File: src/rtl/sap_pkg.sv
// Shared definitions for the SAP program counter: jump condition codes,
// the run/halt state encoding and the condition evaluator.
package sap_pkg;

    localparam logic [1:0] JC_ALWAYS = 2'b00;
    localparam logic [1:0] JC_CARRY  = 2'b01;
    localparam logic [1:0] JC_ZERO   = 2'b10;
    localparam logic [1:0] JC_NEVER  = 2'b11;

    typedef enum logic {
        ST_RUN    = 1'b0,
        ST_HALTED = 1'b1
    } pc_state_t;

    // Flags are only meaningful in the cycle the jump is requested,
    // so the caller gates this with jump_en.
    function automatic logic jump_cond_met(input logic [1:0] cond,
                                           input logic       carry,
                                           input logic       zero);
        logic met;
        case (cond)
            JC_ALWAYS: met = 1'b1;
            JC_CARRY:  met = carry;
            JC_ZERO:   met = zero;
            default:   met = 1'b0;
        endcase
        return met;
    endfunction

endpackage

File: src/rtl/sap_load_register.sv
// Generic WIDTH-bit register with load enable and asynchronous active-low
// reset to a parameterised value.
module sap_load_register #(
    parameter int WIDTH       = 4,
    parameter int RESET_VALUE = 0
) (
    input  logic             clk,
    input  logic             reset,
    input  logic             load,
    input  logic [WIDTH-1:0] d,
    output logic [WIDTH-1:0] q
);

    localparam logic [WIDTH-1:0] RESET_Q = RESET_VALUE[WIDTH-1:0];

    always_ff @(posedge clk or negedge reset) begin
        if (!reset)
            q <= RESET_Q;
        else if (load)
            q <= d;
    end

endmodule

File: src/rtl/sap_program_counter.sv
// SAP CPU program counter: increment, conditional jump from the bus, bus
// drive and a sticky HALTED state that only reset clears.
module sap_program_counter
    import sap_pkg::*;
#(
    parameter int WIDTH       = 4,
    parameter int RESET_VALUE = 0
) (
    input  logic             clk,
    input  logic             reset,
    input  logic             count_en,
    input  logic             jump_en,
    input  logic [1:0]       jump_cond,
    input  logic             flag_carry,
    input  logic             flag_zero,
    input  logic [WIDTH-1:0] bus_in,
    input  logic             out_en,
    input  logic             halt,
    output logic [WIDTH-1:0] bus_out,
    output logic [WIDTH-1:0] pc_value,
    output logic             halted,
    output logic             wrap
);

    pc_state_t        state, state_next;
    logic [WIDTH-1:0] pc, pc_next;
    logic             pc_load;
    logic             wrap_q, wrap_next;
    logic             take_jump;

    sap_load_register #(
        .WIDTH      (WIDTH),
        .RESET_VALUE(RESET_VALUE)
    ) u_pc_reg (
        .clk  (clk),
        .reset(reset),
        .load (pc_load),
        .d    (pc_next),
        .q    (pc)
    );

    always_ff @(posedge clk or negedge reset) begin
        if (!reset) begin
            state  <= ST_RUN;
            wrap_q <= 1'b0;
        end else begin
            state  <= state_next;
            wrap_q <= wrap_next;
        end
    end

    assign take_jump = jump_en && jump_cond_met(jump_cond, flag_carry, flag_zero);

    // Priority in RUN is halt, then jump, then count; HALTED ignores all strobes.
    always_comb begin
        state_next = state;
        pc_next    = pc;
        pc_load    = 1'b0;
        wrap_next  = 1'b0;
        case (state)
            ST_RUN: begin
                if (halt) begin
                    state_next = ST_HALTED;
                end else if (take_jump) begin
                    pc_next = bus_in;
                    pc_load = 1'b1;
                end else if (count_en) begin
                    pc_next   = pc + WIDTH'(1);
                    pc_load   = 1'b1;
                    wrap_next = (pc == {WIDTH{1'b1}});
                end
            end
            default: begin
                state_next = ST_HALTED;
            end
        endcase
    end

    always_comb begin
        pc_value = pc;
        halted   = (state == ST_HALTED);
        wrap     = wrap_q;
        bus_out  = out_en ? pc : '0;
    end

endmodule

File: config.mk
export PLATFORM = sky130hd
export DESIGN_NAME = sap_program_counter
export DESIGN_NICKNAME = d
export VERILOG_FILES = /design/src/rtl/sap_pkg.sv /design/src/rtl/sap_load_register.sv /design/src/rtl/sap_program_counter.sv
export SDC_FILE = /design/constraint.sdc
export NUM_CORES = 1
export LEC_CHECK = 0
export CAP_MARGIN = 5
export CORE_AREA = 2 2 39 41
export CTS_CLUSTER_SIZE = 24
export DETAILED_ROUTE_END_ITERATION = 7
export DIE_AREA = 0 0 41 43
export PLACE_DENSITY = 0.7
export SYNTH_ARGS = -nofsm -noshare
export SYNTH_HDL_FRONTEND = slang
export SYNTH_SLANG_ARGS = --single-unit
File: constraint.sdc
create_clock -name clk -period 3.1 [get_ports clk]
set_clock_uncertainty 0.15 [all_clocks]
set_input_delay 0.62 -clock clk [delete_from_list [all_inputs] [get_ports clk]]
set_output_delay 0.62 -clock clk [all_outputs]
set_load 0.05 [all_outputs]
==> flow_summary_export.csv <==
group,metric,value,unit
setup_path,cpMaxStageDelayCell,"clkdlybuf4s50_1",
drt,vias_per_cell,4.70,
sta,finalSetupViolCount,0,
sta,holdWs,0.408,ns
clock_tree,cts.repair.resized,0,
placement,post-place-ws,0.858,ns
placement,place_area,627,um^2
drt,wire_per_inst,12.3,um
clock_tree,cts-hold-fix-buffers,0,
die,top_level_ports,24,
synthesis,synth_edf_count,0,
final_layout,antenna_cells,0,
sta,max_clock_freq,439,MHz
setup_path,end_kind,"output port",
drt,num_vias,371,
final_layout,final_common_cell,"clkdlybuf4s50_1",
sta,maxSlewHeadroom,67.0,%
pwr,internal_power,178,uW
synthesis,syn_nets,52,
clock_tree,path_clk_slew,0.05,ns
pwr,switchingPower,105,uW
setup_path,r2r_start,"halted",
die,start_util,27.9,%
worst_hold_path,hold_depth,2,
worst_hold_path,hold_class,"reg2reg",
sta,tightest_slew,0.493,ns
job,maxCapViolations,0,
pwr,power.density,436,nW/um^2
synthesis,synth-compound-area-share,27.5,%
synthesis,synth_adder_area_share,3.24,%
clock_tree,h-tree-depth,1,
setup_path,crit_buf_inv,1,
sta,timing.setup.tns,0,ns
setup_path,critPathLaunchType,"flop",
setup_path,r2r_slack,1.83,ns
final_layout,final_cell_mix,"clkdlybuf4s50_1, dfrtp_1, and2_1, buf_4",
synthesis,ys_seq_area_share,38.8,%
drt,drc,0,
sta,rsz0062_at_grt,"no",
clock_tree,cts-root-buf,"clkbuf_4",
pwr,swShare,37.0,%
setup_path,cp.arrival,1.51,ns
final_layout,drive_gt1_share,23.8,%
final_layout,final_cells,79,
worst_hold_path,holdCritStartpoint,"halted",
placement,io_buffers,23,
synthesis,async_reset_ff_share,100,%
clock_tree,clockBufferDepth,2,
setup_path,crit_fanout,6,
synthesis,ys_ff_latch,6,
clock_tree,post_cts_buffers,0,
drt,drt_wl_total,974,um
final_layout,utilization,46.9,%
final_layout,final_area,649,um^2
global_routing,grt_pass1_wl,1460,um
global_routing,grt_pass1_vias,361,
synthesis,synth_xor_area_share,0,%
die,dieHeight,43,um
setup_path,r2r_cells,3,
setup_path,critPathRequiredTime,2.33,ns
pwr,p_comb_share,40.1,%
setup_path,r2r_end,"wrap",
global_routing,grt_usage,12.4,%
global_routing,antenna_found_initial,0,
final_layout,syn2layout_area_growth,68.0,%
sta,maxSlewViolCount,0,
pwr,p_clk_share,26.6,%
global_routing,overflow,0,
pwr,power.share.sequential,33.3,%
drt,drt-initial-drc-count,2,
clock_tree,cts_buffers,3,
sta,period_minus_slack,2.28,ns
drt,dr.pass1.iters,2,
synthesis,netlist.top_cell.by_area,"dfrtp_1",
pwr,ir_drop,0.184,mV
synthesis,synth_top_family_by_area,"compound AO/OA/AOI/OAI gates",
die,die_area,1760,um^2
outcome,status,"finished, final reports clean",
setup_path,critPathMaxStageDelay,0.84,ns
global_routing,grt_max_degree,8,
clock_tree,cts_sinks,6,
die,rows,14,
synthesis,yosysWarnings,0,
drt,final_antenna_net_count,0,
synthesis,ys.flop_type,"dfrtp_1",
pwr,p_leak,0.275,nW
sta,fin_ws,0.821,ns
synthesis,netlist_area,387,um^2
die,die_width,41,um
synthesis,yosysTopAreaCellShare,38.8,%
pwr,finalPower,283,uW
placement,dp_hpwl,783,um
clock_tree,clock_latency,0.25,ns
placement,gp_congestion,0.742,
setup_path,crit_type,"reg2out",
clock_tree,cts_tree,"built",
die,core,1380,um^2
sta,hold_viol_final,0,
synthesis,syn_area_per_cell,10.4,um^2
final_layout,finish.net_count,80,
setup_path,cp_top_family,"buffers and inverters",
synthesis,synth_cell_types,22,
worst_hold_path,hold_end,"halted",
setup_path,crit_path_cell_trace,"clkdlybuf4s50_1",
sta,finalCritPeriodShare,73.5,%
synthesis,muxShareOfSynthArea,2.59,%
synthesis,syn_inst,37,
placement,place_inst,76,
synthesis,synth-simple-area-share,24.9,%
synthesis,ys_top_cells_by_area,"dfrtp_1, a2bb2oi_1, and2_1",
## worst max-delay path by stage
stage / start / to / slack (ns) / cells after the start
after detailed placement: out_en / bus_out[2] / 0.86 / 3
after global placement: out_en / bus_out[3] / 0.88 / 3
after floorplan: u_pc_reg.q[0] / bus_out[0] / 1.16 / 1
final: u_pc_reg.q[0] / pc_value[0] / 0.82 / 1
after CTS: u_pc_reg.q[0] / pc_value[0] / 0.81 / 1
after global routing: u_pc_reg.q[0] / pc_value[0] / 0.77 / 1
## power groups by stage
stage,logic [mW],registers [mW],clock network [mW]
floorplan,0.0452,0.117,0
global placement,0.113,0.0952,0
detailed placement,0.114,0.0952,0
CTS,0.114,0.0939,0.0784
global route,0.120,0.0950,0.0818
finish,0.113,0.0941,0.0753
## final cells by class
class | count | area [um^2]
clock buffer | 3 | 22.5
inverter | 3 | 11.3
sequential | 6 | 150
timing repair buffer | 23 | 220
fill | 140 | 734
tap | 16 | 20.0
multi-input combinational | 28 | 225
## cell usage after synthesis (all sizes together), types with 2 or more instances
| cell type | number |
|---|---|
| inv | 3 |
| o22ai | 3 |
| and2 | 4 |
| nand2 | 3 |
| o21ai | 2 |
| a2bb2oi | 3 |
| dfrtp | 6 |
| o21a | 2 |
## flip-flops by register name, summed over array words and instances, names as in the netlist
signal and flops:
wrap 1, halted 1, u_pc_reg.q 4
## kinds of logic after synthesis
kind of cell | after synthesis
multiplexers | 1
buffers and inverters | 3
flip-flops | 6
adder cells (fa/ha/maj) | 1
AND/OR/NAND/NOR | 13
AO/OA/AOI/OAI | 13
## metal layers
metal | vias to the layer above | GRT usage [%] | part of all wire (%)
li1 | 190 | - | -
met1 | 169 | 14.6 | 46
met2 | 12 | 19.7 | 48
met3 | 0 | 4.71 | 5.7
met4 | 0 | 4.00 | 0
met5 | - | 0 | 0
(Power assumes the default switching activity.)
